File: src/rtl/fu_branch_q.sv
// fu_branch_q: branch functional unit with a small result queue.
// Resolves RV32I conditional branches plus JAL/JALR against the fetch
// prediction. Results wait in an OUT_DEPTH-entry circular queue for the
// ROB/CDB arbiter. Queued results younger than an external mispredict are
// squashed in place and later dropped from the head without a handshake.
// Optional feature macro: BRANCH_STATS_EN adds saturating counters of
// retired conditional branches and mispredicts (stat_branches, stat_mispredicts).
module fu_branch_q #(
    parameter int XLEN      = 32,
    parameter int PREG_W    = 7,
    parameter int ROB_W     = 5,
    parameter int OUT_DEPTH = 2
) (
    input  logic              clk,
    input  logic              reset,
    input  logic              issued,
    output logic              fu_ready,
    input  logic [6:0]        opcode,
    input  logic [2:0]        func3,
    input  logic [XLEN-1:0]   pc,
    input  logic [XLEN-1:0]   imm,
    input  logic [PREG_W-1:0] pd,
    input  logic [ROB_W-1:0]  rob_index,
    input  logic              pred_taken,
    input  logic [XLEN-1:0]   ps1_data,
    input  logic [XLEN-1:0]   ps2_data,
    input  logic [ROB_W-1:0]  curr_rob_tag,
    input  logic              mispredict_in,
    input  logic [ROB_W-1:0]  mispredict_tag_in,
    output logic              out_valid,
    input  logic              out_ready,
    output logic [ROB_W-1:0]  out_rob_tag,
    output logic [PREG_W-1:0] out_pd,
    output logic [XLEN-1:0]   out_data,
    output logic              out_writes_rd,
    output logic [XLEN-1:0]   out_target,
    output logic              out_mispredict,
    output logic [ROB_W-1:0]  out_mispredict_tag
`ifdef BRANCH_STATS_EN
    ,
    output logic [31:0]       stat_branches,
    output logic [31:0]       stat_mispredicts
`endif
);

    localparam logic [6:0] OP_BRANCH = 7'b1100011;
    localparam logic [6:0] OP_JAL    = 7'b1101111;
    localparam logic [6:0] OP_JALR   = 7'b1100111;

    localparam int PTR_W = (OUT_DEPTH > 1) ? $clog2(OUT_DEPTH) : 1;
    localparam int CNT_W = $clog2(OUT_DEPTH + 1);
    localparam logic [PTR_W-1:0] LAST_PTR = PTR_W'(OUT_DEPTH - 1);
    localparam logic [CNT_W-1:0] DEPTH_C  = CNT_W'(OUT_DEPTH);

    // Tag t is younger than the flushing tag m when it lies strictly between
    // m and the ROB tail, measured modulo the ROB size.
    function automatic logic younger(input logic [ROB_W-1:0] t,
                                     input logic [ROB_W-1:0] m,
                                     input logic [ROB_W-1:0] tail);
        logic [ROB_W-1:0] dt;
        logic [ROB_W-1:0] dc;
        dt = t - m;
        dc = tail - m;
        return (dt != '0) && (dt < dc);
    endfunction

    function automatic logic [PTR_W-1:0] ptr_next(input logic [PTR_W-1:0] p);
        return (p == LAST_PTR) ? '0 : p + PTR_W'(1);
    endfunction

    // Queue storage: live bits and pointers are control, payload is data.
    logic [OUT_DEPTH-1:0] live;
    logic [PTR_W-1:0]     head;
    logic [PTR_W-1:0]     tail;
    logic [CNT_W-1:0]     count;

    logic [ROB_W-1:0]  tag_q    [OUT_DEPTH];
    logic [PREG_W-1:0] pd_q     [OUT_DEPTH];
    logic [XLEN-1:0]   data_q   [OUT_DEPTH];
    logic [XLEN-1:0]   target_q [OUT_DEPTH];
    logic              wr_q     [OUT_DEPTH];
    logic              misp_q   [OUT_DEPTH];

    // Resolution of the incoming instruction.
    logic signed [XLEN-1:0] s1;
    logic signed [XLEN-1:0] s2;
    logic [XLEN-1:0] link;
    logic [XLEN-1:0] jalr_sum;
    logic [XLEN-1:0] res_target;
    logic [XLEN-1:0] res_data;
    logic            res_wr;
    logic            res_misp;
    logic            taken;
    logic            push;
    logic            pop;
    logic            head_live;

    assign s1       = ps1_data;
    assign s2       = ps2_data;
    assign link     = pc + XLEN'(4);
    assign jalr_sum = ps1_data + imm;

    // Decode the instruction and resolve direction, target, link and mispredict.
    always_comb begin
        res_target = link;
        res_data   = '0;
        res_wr     = 1'b0;
        res_misp   = 1'b0;
        taken      = 1'b0;
        case (opcode)
            OP_BRANCH: begin
                case (func3)
                    3'b000:  taken = (ps1_data == ps2_data);
                    3'b001:  taken = (ps1_data != ps2_data);
                    3'b100:  taken = (s1 < s2);
                    3'b101:  taken = (s1 >= s2);
                    3'b110:  taken = (ps1_data < ps2_data);
                    3'b111:  taken = (ps1_data >= ps2_data);
                    default: taken = 1'b0;
                endcase
                if (func3 != 3'b010 && func3 != 3'b011) begin
                    res_target = taken ? (pc + imm) : link;
                    res_misp   = (taken != pred_taken);
                end
            end
            OP_JAL: begin
                res_target = pc + imm;
                res_data   = link;
                res_wr     = 1'b1;
                res_misp   = !pred_taken;
            end
            OP_JALR: begin
                if (func3 == 3'b000) begin
                    res_target = {jalr_sum[XLEN-1:1], 1'b0};
                    res_data   = link;
                    res_wr     = 1'b1;
                    res_misp   = 1'b1;
                end
            end
            default: ;
        endcase
    end

    assign fu_ready  = (count < DEPTH_C);
    assign push      = issued && fu_ready;
    assign head_live = live[head];
    assign out_valid = head_live &&
                       !(mispredict_in && younger(tag_q[head], mispredict_tag_in, curr_rob_tag));
    // Occupied head leaves on a handshake, or silently once it is dead.
    assign pop       = (count != '0) && (!head_live || (out_valid && out_ready));

    assign out_rob_tag        = out_valid ? tag_q[head]    : '0;
    assign out_pd             = out_valid ? pd_q[head]     : '0;
    assign out_data           = out_valid ? data_q[head]   : '0;
    assign out_writes_rd      = out_valid ? wr_q[head]     : 1'b0;
    assign out_target         = out_valid ? target_q[head] : '0;
    assign out_mispredict     = out_valid ? misp_q[head]   : 1'b0;
    assign out_mispredict_tag = out_valid ? tag_q[head]    : '0;

    // Queue control: flush first, then pop, then push; count tracks occupied slots.
    always_ff @(posedge clk) begin
        if (reset) begin
            live  <= '0;
            head  <= '0;
            tail  <= '0;
            count <= '0;
        end else begin
            for (int i = 0; i < OUT_DEPTH; i++) begin
                if (mispredict_in && younger(tag_q[i], mispredict_tag_in, curr_rob_tag))
                    live[i] <= 1'b0;
            end
            if (pop) begin
                live[head] <= 1'b0;
                head       <= ptr_next(head);
            end
            if (push) begin
                live[tail] <= !(mispredict_in && younger(rob_index, mispredict_tag_in, curr_rob_tag));
                tail       <= ptr_next(tail);
            end
            case ({push, pop})
                2'b10:   count <= count + CNT_W'(1);
                2'b01:   count <= count - CNT_W'(1);
                default: count <= count;
            endcase
        end
    end

    // Payload capture at the tail slot on push.
    always_ff @(posedge clk) begin
        if (push) begin
            tag_q[tail]    <= rob_index;
            pd_q[tail]     <= pd;
            data_q[tail]   <= res_data;
            target_q[tail] <= res_target;
            wr_q[tail]     <= res_wr;
            misp_q[tail]   <= res_misp;
        end
    end

`ifdef BRANCH_STATS_EN
    logic cond_q [OUT_DEPTH];
    logic push_cond;
    logic live_pop;

    assign push_cond = (opcode == OP_BRANCH) && (func3 != 3'b010) && (func3 != 3'b011);
    assign live_pop  = out_valid && out_ready;

    // Remember which entries are conditional branches.
    always_ff @(posedge clk) begin
        if (push)
            cond_q[tail] <= push_cond;
    end

    // Saturating counters of handshaken branches and mispredicts.
    always_ff @(posedge clk) begin
        if (reset) begin
            stat_branches    <= '0;
            stat_mispredicts <= '0;
        end else if (live_pop) begin
            if (cond_q[head] && stat_branches != 32'hFFFF_FFFF)
                stat_branches <= stat_branches + 32'd1;
            if (misp_q[head] && stat_mispredicts != 32'hFFFF_FFFF)
                stat_mispredicts <= stat_mispredicts + 32'd1;
        end
    end
`endif

endmodule
File: config.mk
export PLATFORM = sky130hd
export DESIGN_NAME = fu_branch_q
export DESIGN_NICKNAME = d
export VERILOG_FILES = /design/src/rtl/fu_branch_q.sv
export SDC_FILE = /design/constraint.sdc
export NUM_CORES = 1
export LEC_CHECK = 0
export ABC_CLOCK_PERIOD_IN_PS = 4120
export BUFFER_PORTS_ARGS = -buffer_cell sky130_fd_sc_hd__buf_2
export CAP_MARGIN = 25
export CORE_AREA = 3 3 116 230
export DETAILED_ROUTE_END_ITERATION = 12
export DIE_AREA = 0 0 119 233
export HOLD_SLACK_MARGIN = 0.02
export PLACE_DENSITY_LB_ADDON = 0.3
export SYNTH_ARGS = -nofsm -noshare
export SYNTH_HDL_FRONTEND = slang
export SYNTH_SLANG_ARGS = --single-unit
File: constraint.sdc
create_clock -name clk -period 4.12 [get_ports clk]
set_input_delay 0.206 -clock clk [delete_from_list [all_inputs] [get_ports clk]]
set_output_delay 0.206 -clock clk [all_outputs]
set_load 0.01 [all_outputs]
==> metrics.md, run 1 <==
| Metric | Value |
|---|---|
| Total negative setup slack | `0 ps` |
| Non-filler instance count after layout | `1885` |
| Share of the cycle needed by the critical path after routing | `96.77%` |
| Detailed Route Iter0 Violations | `686` |
| Layout cells sized above 1 | `22.48%` |
| Worst hold path class | `primary input to flop` |
| Total number of clock tree sinks | `163` |
| Post-synthesis instance area | `12790 µm²` |
| Die outline area | `27730 µm²` |
| Combinational share of power | `39.5%` |
| Fraction of power spent switching nets | `35.00%` |
| Clock Pin Slew Worst Setup and Hold Paths | `70 ps` |
| Cell seen most often among critical-path stages | `sky130_fd_sc_hd__inv_1` |
| Cell family with most CP delay | `adder cells` |
| Antenna violations before repair | `1` |
| Worst slack after detailed placement | `195.7 ps` |
| ANT nets after route | `0` |
| Most common flop cell mapped by yosys | `sky130_fd_sc_hd__edfxtp_1` |
| Reported leakage power | `0.006565 µW` |
| H-tree depth reported by CTS | `4` |
| Power Dens Cells | `402.1 nW/µm²` |
| Pins Over Slew Limit | `0` |
| Endpoints failing setup | `0` |
| Detailed-route via count | `10680` |
| Number of distinct library cells after synthesis | `76` |
| Crit end category | `output port` |
| Cell with the biggest individual delay on the critical path | `sky130_fd_sc_hd__dfxtp_4` |
| Mean cell area of the mapped netlist | `9.988 µm²` |
| Later-pin clock latency in the skew report | `420 ps` |
| Run status | `complete, no violations` |
| Vias in the first global route | `10750` |
| Slew margin rel. | `47.81%` |
| TritonRoute pass-1 iters | `5` |
| Vias/cell | `5.665` |
| Maximum number of pins on one net before global-route repair | `64` |
| Relative contribution of sequential cells to total power | `34.8%` |
| Starting utilization of the core area | `50.90%` |
| Worst setup SP type | `flop` |
| Cell Int Power | `3974 µW` |
| Worst Tran Pin Value | `776.8 ps` |
| Critical path buffer and inverter count | `5` |
| Area growth syn-to-layout | `18.83%` |
| Setup Crit Path Kind | `flop to output port` |
| FF-to-FF setup slack | `350 ps` |
| Crit path DAT | `3780 ps` |
| Clock Power Share | `25.8%` |
| Vert. Die Dim | `233 µm` |
| Shortest period the worst path allows | `3987 ps` |
| Die width | `119 µm` |
| Placed Instances | `1837` |
| Placeable core area | `25140 µm²` |
| Global-route wire length before repair | `55500 µm` |
| Net Sw Power | `2139 µW` |
| Number of enable flip-flop cells after synthesis | `156` |
| CTS tree | `built` |
| Cell Chain, Critical Path | `mux2i_4 -> ha_1 -> inv_1 -> fa_1 -> a21o_1 -> a21oi_2 -> xnor2_2 -> inv_1 -> ha_1 -> inv_1 -> o221a_2 -> or2_4 -> buf_8 -> nor2b_1 -> buf_2` |
| Placer Congestion | `0.9412` |
| Number of nets in the synthesized netlist | `1585` |
| Clk root buf | `sky130_fd_sc_hd__clkbuf_16` |
| Delay of the slowest cell on the worst path | `410 ps` |
| Average wire length per cell after detail routing | `19.07 µm` |
| Count of unresolved DRC violations after routing | `0` |
| Count of buffers from port buffering | `250` |
| Maximum net fanout on the critical path | `31` |
| CTS Buf Count | `17` |
| Fraction of synthesis flops using an asynchronous set or reset pin | `0%` |
| Data required time of the critical path | `3910 ps` |
| Mapped Cells | `1281` |
| Worst-case clock buffer depth | `2` |
| Max Freq | `0.2508 GHz` |
| Sequential-to-total area share from yosys stat | `37.71%` |
| Endpoints failing hold | `0` |
| Post-layout power | `6113 µW` |
| Wire length after detailed routing | `35950 µm` |
| Number of rows in the core area | `82` |
| Number of top-level pins | `251` |
| HPWL after DPL | `29610 µm` |
| Net count, final | `1839` |
| Max cap viols | `0` |
| Largest voltage drop on the vdd net | `0.3015 mV` |
| Total overflow reported by the global router | `0` |
| Layout Skew | `7.104 ps` |
| Number of warnings issued by yosys | `0` |
| Yosys reg bits | `163` |
| Worst setup slack after layout | `133.2 ps` |
| GRT Total Usage | `25.61%` |
-- cell usage in the layout, fill, tap and decap left out, drive strengths merged, types with 14 or more instances in the layout --
master  synthesis  layout
a21o           53      53
a21oi          82      82
buf            16     270
clkbuf         30      17
edfxtp        156     156
ha            131     131
inv            76      81
mux2i          78      78
nand2          81      81
nand2b         15      15
nand3          24      24
nand4          20      20
nor2          156     156
nor2b          15      15
nor3           14      14
o21ai          33      33
o21bai         14      14
o221ai         30      30
xnor2          55      55
xor2           52      52
-- area by class of cell --
type,count,area (µm²)
clock buffer,17,425.4
tap,336,420.4
clock inverter,15,175.2
timing repair buffer,281,1593
fill,2204,9932
multi-input combinational,996,7475
antenna,1,2.502
sequential,163,4828
inverter,76,285.3
-- cells in the mapped netlist (4+ instances only) --
master,count,area share [%]
sky130_fd_sc_hd__xnor2_1,55,3.8
sky130_fd_sc_hd__nand4_1,20,0.98
sky130_fd_sc_hd__ha_1,131,13
sky130_fd_sc_hd__nor2b_1,15,0.73
sky130_fd_sc_hd__o211ai_1,12,0.70
sky130_fd_sc_hd__dfxtp_1,7,1.1
sky130_fd_sc_hd__edfxtp_1,156,37
sky130_fd_sc_hd__o221ai_2,19,2.2
sky130_fd_sc_hd__o21ai_0,29,1.1
sky130_fd_sc_hd__nor3_1,14,0.55
sky130_fd_sc_hd__and4_1,5,0.34
sky130_fd_sc_hd__a21oi_1,82,3.2
sky130_fd_sc_hd__fa_1,7,1.1
sky130_fd_sc_hd__nand2b_1,15,0.73
sky130_fd_sc_hd__a211oi_1,7,0.41
sky130_fd_sc_hd__or2_2,5,0.24
sky130_fd_sc_hd__nor3b_1,5,0.29
sky130_fd_sc_hd__buf_4,6,0.35
sky130_fd_sc_hd__o21bai_1,14,0.82
sky130_fd_sc_hd__clkbuf_1,30,0.88
sky130_fd_sc_hd__inv_1,76,2.2
sky130_fd_sc_hd__a2111oi_0,4,0.27
sky130_fd_sc_hd__mux2i_1,78,6.1
sky130_fd_sc_hd__nand3_1,23,0.90
sky130_fd_sc_hd__nor2_1,156,4.6
sky130_fd_sc_hd__o221ai_1,11,0.75
sky130_fd_sc_hd__and2_1,7,0.34
sky130_fd_sc_hd__and3_1,13,0.64
sky130_fd_sc_hd__a31oi_1,7,0.34
sky130_fd_sc_hd__a21o_1,52,3.1
sky130_fd_sc_hd__or3_1,4,0.20
sky130_fd_sc_hd__nand2_1,81,2.4
sky130_fd_sc_hd__o21ai_1,4,0.16
sky130_fd_sc_hd__o31ai_1,6,0.35
sky130_fd_sc_hd__o21a_1,9,0.53
sky130_fd_sc_hd__xor2_1,52,3.6
-- cells by family (layout without fill, tap and decap cells) --
group,Yosys count,count (layout),synth area share [%]
and+or+nand+nor,376,376,13.74
AOI/OAI and AO/OA,293,293,16.71
DFF,163,163,37.71
adders and majority gates,138,138,13.91
buffers and inverters,122,389,4.156
xor gates and xnor gates,107,107,7.324
muxes,82,82,6.454
other,0,1,0
-- per-layer routing --
| metal | wire [µm] | track usage, % | up-vias |
|---|---|---|---|
| li1 | - | - | 5226 |
| met1 | 13010 | 26.92 | 5065 |
| met2 | 19940 | 49.58 | 310 |
| met3 | 1253 | 2.627 | 77 |
| met4 | 1741 | 12.80 | 0 |
| met5 | 0 | 0 | - |
-- timing repair --
item | 4_1_cts | 5_1_grt
resized for setup | 3 | 10
hold endpoints to repair | 22 | 0
pin swaps | 0 | 2
buffers inserted | 0 | 4
endpoints found under the setup margin | 72 | 72
hold buffers | 11 | 0
-- registers in the layout, indices dropped and copies added (netlist names), named ones only --
name	count
wr_q	2
tag_q	10
target_q	64
data_q	64
misp_q	2
tail	1
head	1
pd_q	14
count	2
live	2
-- per-stage QoR --
stage	area [µm²]	util [%]	hold WS, ps
floorplan	12800	-	275.1
global placement	14350	57.08	396.0
detailed placement	14410	57.32	399.7
CTS	15130	60.18	23.88
global route	15200	60.49	31.31
finish	15200	60.49	49.93
-- power groups by stage --
| stage | clock network [µW] | registers (µW) | logic (µW) |
|---|---|---|---|
| 2_1_floorplan | 0 | 2140 | 1600 |
| 3_5_place_dp | 0 | 2160 | 2350 |
| 5_1_grt | 1660 | 2140 | 2640 |
| 3_3_place_gp | 0 | 2150 | 2300 |
| 4_1_cts | 1600 | 2120 | 2370 |
| 6_report | 1580 | 2130 | 2410 |
-- path summary, 6_finish.rpt --
kind | to | from | cells past startpoint
worst min register to register | tail | tail | 2
worst max-delay path | out_mispredict_tag[2] | flop | 15
worst min-delay path | count[1] | reset | 2
worst max register to register | count[1] | flop | 16
Note: power is estimated with default switching activity, not from simulation.
==> inputs of run 2 (changes only) <==
--- a/config.mk
+++ b/config.mk
@@ -13,6 +13,8 @@
 export DIE_AREA = 0 0 119 233
 export HOLD_SLACK_MARGIN = 0.02
 export PLACE_DENSITY_LB_ADDON = 0.3
+export RECOVER_POWER = 25
+export REMOVE_ABC_BUFFERS = 1
 export SYNTH_ARGS = -nofsm -noshare
 export SYNTH_HDL_FRONTEND = slang
 export SYNTH_SLANG_ARGS = --single-unit
==> constraint.sdc (replaced) <==
create_clock -name clk -period 4.12 [get_ports clk]
set_input_delay 0.618 -clock clk [delete_from_list [all_inputs] [get_ports clk]]
set_output_delay 0.618 -clock clk [all_outputs]
set_load 0.01 [all_outputs]
==> run 2 against run 1 <==
Net effect:
- the flow now finishes with violations (capacitance limit, slew limit, setup timing)
- sequential cell count did not move
- worst hold slack improved by 330 ps
- register-to-register slack got worse by 60 ps
- clock-buffer cell count did not move
- critical endpoint is now out_data[24]
- largest cell class unchanged
- highest routed layer unchanged
==> metrics.md, run 2 (synthesis results as in run 1) <==
| Metric | Value |
|---|---|
| Run status | `complete, but fails checks` |
| Violations in the final reports | `capacitance limit, slew limit, setup timing` |
| Amount of wire on met2 after detailed routing | `22020 µm (+10%)` |
| Endpoints failing setup | `74 (+74)` |
| Layout Skew | `12.39 ps (+5.283 ps)` |
| Clk root buf | `sky130_fd_sc_hd__clkbuf_16` |
| GRT Total Usage | `25.46% (-0.15 points)` |
| Shortest period the worst path allows | `4251 ps (+264.6 ps)` |
| Largest voltage drop on the vdd net | `0.3380 mV (+12%)` |
| Endpoints failing hold | `0 (unchanged)` |
| Delay of the slowest cell on the worst path | `430 ps (+20 ps)` |
| Slew margin rel. | `-113.7% (-160 points)` |
| TritonRoute pass-1 iters | `7 (+2)` |
| H-tree depth reported by CTS | `4 (unchanged)` |
| Cell Chain, Critical Path | `mux2i_4 -> ha_2 -> inv_2 -> fa_2 -> a21o_1 -> a21oi_2 -> xnor2_1 -> inv_1 -> ha_1 -> inv_1 -> o221a_4 -> or2_4 -> buf_6 -> nor2_1 -> buf_2` |
| Vias/cell | `5.695 (+0.54%)` |
| Vert. Die Dim | `233 µm (unchanged)` |
| Post-layout power | `6529 µW (+6.8%)` |
| Number of rows in the core area | `82 (unchanged)` |
| Count of buffers from port buffering | `250 (unchanged)` |
| Registers with the highest flip-flop counts | `data_q (64), target_q (64), pd_q (14)` |
| Layout cells sized above 1 | `26.98% (+4.5 points)` |
| Reported leakage power | `0.006748 µW (+2.8%)` |
| Number of top-level pins | `251 (unchanged)` |
| CTS Buf Count | `17 (unchanged)` |
| Cell family with most CP delay | `adder cells` |
| Share of the cycle needed by the critical path after routing | `103.2% (+6.4 points)` |
| Max cap viols | `1 (+1)` |
| Detailed Route Iter0 Violations | `561 (-18%)` |
| Data required time of the critical path | `3500 ps (-410 ps)` |
| Average wire length per cell after detail routing | `20.20 µm (+5.9%)` |
| Finished layout cell area | `16030 µm² (+5.4%)` |
| Placer Congestion | `0.9385 (-0.29%)` |
| Cell with the biggest individual delay on the critical path | `sky130_fd_sc_hd__dfxtp_4` |
| ANT nets after route | `0 (unchanged)` |
| Placeable core area | `25140 µm² (unchanged)` |
| Worst setup SP type | `flop` |
| Met3 Wirelength | `1075 µm (-14%)` |
| Worst Tran Pin Value | `3206 ps (+2429 ps)` |
| Met1 layer wirelength in the final routing | `13230 µm (+1.6%)` |
| Unrepaired setup endpoints after global routing | `yes` |
| Most used cells in the layout excluding fill and tap cells | `sky130_fd_sc_hd__buf_2, sky130_fd_sc_hd__edfxtp_1, sky130_fd_sc_hd__ha_1` |
| Core occupancy in the finished layout | `63.78% (+3.3 points)` |
| Worst-case clock buffer depth | `2 (unchanged)` |
| Clock Pin Slew Worst Setup and Hold Paths | `70 ps (about the same)` |
| Maximum number of pins on one net before global-route repair | `67 (+4.7%)` |
| Area growth syn-to-layout | `25.31%` |
| Wire length after detailed routing | `38470 µm (+7.0%)` |
| Die outline area | `27730 µm² (unchanged)` |
| Global-route wire length before repair | `54590 µm (-1.6%)` |
| Net count, final | `1856 (+0.92%)` |
| Die width | `119 µm (unchanged)` |
| CTS tree | `built` |
| Critical path buffer and inverter count | `5 (unchanged)` |
| Vias in the first global route | `10520 (-2.1%)` |
| Hold buffer count at cts | `0 (-11)` |
| Crit path DAT | `3630 ps (-150 ps)` |
| Top routing layer used | `met4` |
| Worst hold slack after final layout | `384.2 ps (+334.3 ps)` |
| Max Freq | `0.2352 GHz (-6.2%)` |
| Worst hold path class | `primary input to flop` |
| Count of unresolved DRC violations after routing | `0 (unchanged)` |
| Total overflow reported by the global router | `0 (unchanged)` |
| Crit end category | `output port` |
| Total negative setup slack | `-4703 ps (-4703 ps)` |
| Later-pin clock latency in the skew report | `430 ps (about the same)` |
| Cell seen most often among critical-path stages | `sky130_fd_sc_hd__inv_1` |
| Pins Over Slew Limit | `49 (+49)` |
| Post-DP Area | `14500 µm² (+0.65%)` |
| Antenna violations before repair | `4 (+3)` |
| Power Dens Cells | `407.2 nW/µm² (+1.3%)` |
| Setup Crit Path Kind | `flop to output port` |
| Leading cell type in the layout, fill and taps excluded | `sky130_fd_sc_hd__buf_2` |
| Detailed-route via count | `10840 (+1.6%)` |
| Worst setup slack after layout | `-131.4 ps (-264.6 ps)` |
| Total number of clock tree sinks | `163 (unchanged)` |
| Maximum net fanout on the critical path | `7 (-77%)` |
| Starting utilization of the core area | `50.90% (unchanged)` |
| HPWL after DPL | `30080 µm (+1.6%)` |
-- run 2: cell types whose count changed in the layout (fill, tap and decap cells not counted), sizes merged, moves of 2 or more --
cell	delta
or2	+2
diode	+3
clkbuf	+17
inv	-3
buf	+9
dlygate4sd3	-11
clkinvlp	+2
-- run 2: what timing repair did --
action	in CTS	in global routing
endpoints found under the hold margin	0	0
gates resized for setup	10	146
endpoints found under the setup margin	84	84
pin swaps	0	62
cloned	1	15
buffers inserted	0	2
-- run 2: metal layers --
metal,track usage (%),vias up
li1,-,5288
met1,25.60,5165
met2,49.58,310
met3,2.287,81
met4,15.31,0
met5,0,-
-- run 2: path summary, 6_finish.rpt --
kind / start / to / slack (ps) / cells past startpoint
setup / recovery: flop / out_data[24] / -130 / 15
hold / removal: pd[4] / pd_q[0][4] / 380 / 1
setup reg to reg: count[1] / target_q[1][1] / 290 / 3
hold reg to reg: tail / tail / 470 / 2
-- run 2: worst reg2reg max path, stage by stage, from the launching register on --
cell,delay (ps)
sky130_fd_sc_hd__dfxtp_1,340
sky130_fd_sc_hd__nor2b_1,210
sky130_fd_sc_hd__and2_0,2340
sky130_fd_sc_hd__buf_4,620
-- run 2: final cells by class --
type                            instances  area [µm²]
Antenna cell                            4       10.01
Clock buffer                           17       425.4
Clock inverter                         14       132.6
Fill cell                            2077        9104
Inverter                               76       290.3
Multi-Input combinational cell        998        7831
Sequential cell                       163        4828
Tap cell                              336       420.4
Timing Repair Buffer                  296        2095
-- run 2: report_power, final --
part,leakage (µW),internal (µW),switching (µW)
logic,0.00495,1270,1650
registers,0.00154,2060,78.3
clock network,0.000260,833,639
-- run 2: metrics by stage --
step | instances | worst slack, ps
floorplan | 1235 | -2409
detailed placement | 1851 | 128.4
CTS | 1883 | -140.0
global placement | 1851 | 155.0
global route | 1903 | -266.7
finish | 1904 | -131.4
==> inputs of run 3 (changes only) <==
--- a/config.mk
+++ b/config.mk
@@ -12,6 +12,7 @@
 export DETAILED_ROUTE_END_ITERATION = 12
 export DIE_AREA = 0 0 119 233
 export HOLD_SLACK_MARGIN = 0.02
+export MAX_ROUTING_LAYER = met4
 export PLACE_DENSITY_LB_ADDON = 0.3
 export RECOVER_POWER = 25
 export REMOVE_ABC_BUFFERS = 1
==> run 3 against run 2 <==
Net effect:
- highest routed layer unchanged
- utilization rose by 0.98 points
- first-iteration DRC count grew 20%
- routed wire length rose by 5.7%
- the run still ends with capacitance limit, slew limit, setup timing left
==> metrics.md, run 3 (synthesis results as in run 1) <==
| Metric | Value |
|---|---|
| Run status | `complete, but fails checks` |
| Violations in the final reports | `capacitance limit, slew limit, setup timing` |
| Worst setup slack after layout | `-158.7 ps (-27.29 ps)` |
| Total number of clock tree sinks | `163 (unchanged)` |
| Global-route wire length before repair | `56250 µm (+3.0%)` |
| Post-layout power | `6700 µW (+2.6%)` |
| Vert. Die Dim | `233 µm (unchanged)` |
| Delay of the slowest cell on the worst path | `400 ps (-30 ps)` |
| Detailed-route via count | `11000 (+1.4%)` |
| Net count, final | `1862 (+0.32%)` |
| Clock Pin Slew Worst Setup and Hold Paths | `70 ps (about the same)` |
| Leading cell type in the layout, fill and taps excluded | `sky130_fd_sc_hd__buf_2` |
| Hold buffer count at cts | `0 (unchanged)` |
| ANT nets after route | `0 (unchanged)` |
| Area growth syn-to-layout | `27.22%` |
| Cell with the biggest individual delay on the critical path | `sky130_fd_sc_hd__dfxtp_4` |
| Non-filler instance count after layout | `1912 (+0.42%)` |
| H-tree depth reported by CTS | `4 (unchanged)` |
| Setup Crit Path Kind | `flop to output port` |
| Layout Skew | `8.080 ps (-4.307 ps)` |
| Die outline area | `27730 µm² (unchanged)` |
| Vias in the first global route | `10730 (+2.0%)` |
| Slew margin rel. | `-100.3% (+13 points)` |
| Wire length after detailed routing | `40650 µm (+5.7%)` |
| Later-pin clock latency in the skew report | `430 ps (about the same)` |
| Placer Congestion | `0.9656 (+2.9%)` |
| Layout cells sized above 1 | `28.13% (+1.2 points)` |
| Pins Over Slew Limit | `122 (+150%)` |
| Total overflow reported by the global router | `0 (unchanged)` |
| Largest voltage drop on the vdd net | `0.2404 mV (-29%)` |
| Share of the cycle needed by the critical path after routing | `103.9% (+0.66 points)` |
| Vias/cell | `5.752 (+1.0%)` |
| Max Freq | `0.2337 GHz (-0.64%)` |
| Worst Tran Pin Value | `3003 ps (-202.8 ps)` |
| Placeable core area | `25140 µm² (unchanged)` |
| HPWL after DPL | `30090 µm (about the same)` |
| CTS Buf Count | `17 (unchanged)` |
| TritonRoute pass-1 iters | `5 (-2)` |
| Starting utilization of the core area | `50.90% (unchanged)` |
| Registers with the highest flip-flop counts | `data_q (64), target_q (64), pd_q (14)` |
| Most used cells in the layout excluding fill and tap cells | `sky130_fd_sc_hd__buf_2, sky130_fd_sc_hd__edfxtp_1, sky130_fd_sc_hd__ha_1` |
| Endpoints failing setup | `84 (+14%)` |
| Power Dens Cells | `411.6 nW/µm² (+1.1%)` |
| Worst slack after detailed placement | `99.57 ps (-28.86 ps)` |
| GRT Total Usage | `27.05% (+1.6 points)` |
| Count of unresolved DRC violations after routing | `0 (unchanged)` |
| CTS tree | `built` |
| Die width | `119 µm (unchanged)` |
| Worst hold slack after final layout | `377.1 ps (-7.101 ps)` |
| Clk root buf | `sky130_fd_sc_hd__clkbuf_16` |
| Placed Instances | `1856 (+0.27%)` |
| Fill count | `2074 (-0.14%)` |
| Crit end category | `output port` |
| Number of rows in the core area | `82 (unchanged)` |
| Worst hold path class | `primary input to flop` |
| Cell family with most CP delay | `compound AO/OA/AOI/OAI gates` |
| Max cap viols | `2 (+1)` |
| Reported leakage power | `0.006815 µW (+1.0%)` |
| Number of top-level pins | `251 (unchanged)` |
| Cell Chain, Critical Path | `buf_8 -> mux2_2 -> ha_1 -> a21o_1 -> a21oi_2 -> xnor2_2 -> inv_1 -> ha_1 -> inv_1 -> o221a_4 -> or2_4 -> clkbuf_16 -> nor2_4 -> buf_6` |
| Shortest period the worst path allows | `4279 ps (+27.29 ps)` |
| Antenna violations before repair | `5 (+1)` |
| Worst setup SP type | `flop` |
| Maximum net fanout on the critical path | `5 (-2)` |
| Endpoints failing hold | `0 (unchanged)` |
| Data required time of the critical path | `3500 ps (about the same)` |
| Maximum number of pins on one net before global-route repair | `77 (+15%)` |
| Count of buffers from port buffering | `250 (unchanged)` |
| Unrepaired setup endpoints after global routing | `yes` |
| Detailed Route Iter0 Violations | `672 (+20%)` |
| Average wire length per cell after detail routing | `21.26 µm (+5.2%)` |
| Critical path buffer and inverter count | `5 (unchanged)` |
| Worst-case clock buffer depth | `2 (unchanged)` |
| Crit path DAT | `3660 ps (+30 ps)` |
| Core occupancy in the finished layout | `64.76% (+0.98 points)` |
[run 3: metal layers]
| layer | GRT usage (%) | share of wire [%] | vias up |
|---|---|---|---|
| li1 | - | - | 5290 |
| met1 | 26.42 | 34 | 5225 |
| met4 | 15.81 | 6.7 | 0 |
| met5 | - | 0 | - |
| met3 | 1.995 | 2.8 | 117 |
| met2 | 51.48 | 57 | 366 |
[run 3: path summary, 6_finish.rpt]
kind | from | to | slack, ps | cells past startpoint
hold reg to reg | tail | tail | 470 | 2
setup reg to reg | flop | count[1] | 290 | 16
setup / recovery | flop | out_rob_tag[0] | -160 | 14
hold / removal | pd[1] | pd_q[0][1] | 380 | 1
[run 3: layout make-up]
cell class              count  area [µm²]  share of cell area [%]
multi-input cells         998        7934                   48.74
flip-flops and latches    163        4828                   29.66
repair buffers            302        2243                   13.78
clock buffers              17       425.4                   2.613
well taps                 336       420.4                   2.583
inverters                  76       290.3                   1.783
clock inverters            15       123.9                  0.7610
diodes                      5       12.51                 0.07686
[run 3: where the power goes]
group	switching (µW)	internal [µW]	total, µW	leakage, µW
clock network	658	785	1440	0.000271
registers	72.4	2070	2140	0.00154
logic	1790	1330	3120	0.00501
[run 3: timing repair]
item | CTS | global route
endpoints found under the setup margin | 84 | 84
cloned | 3 | 13
resized for setup | 13 | 192
pin swaps | 0 | 67
setup buffers | 0 | 3
[run 3: stage by stage]
step | setup TNS, ps | instance area (µm²)
2_1_floorplan | -199700 | 12550
3_3_place_gp | 0 | 14530
3_5_place_dp | 0 | 14530
4_1_cts | -9346 | 15200
5_1_grt | -16260 | 16280
6_report | -8181 | 16280
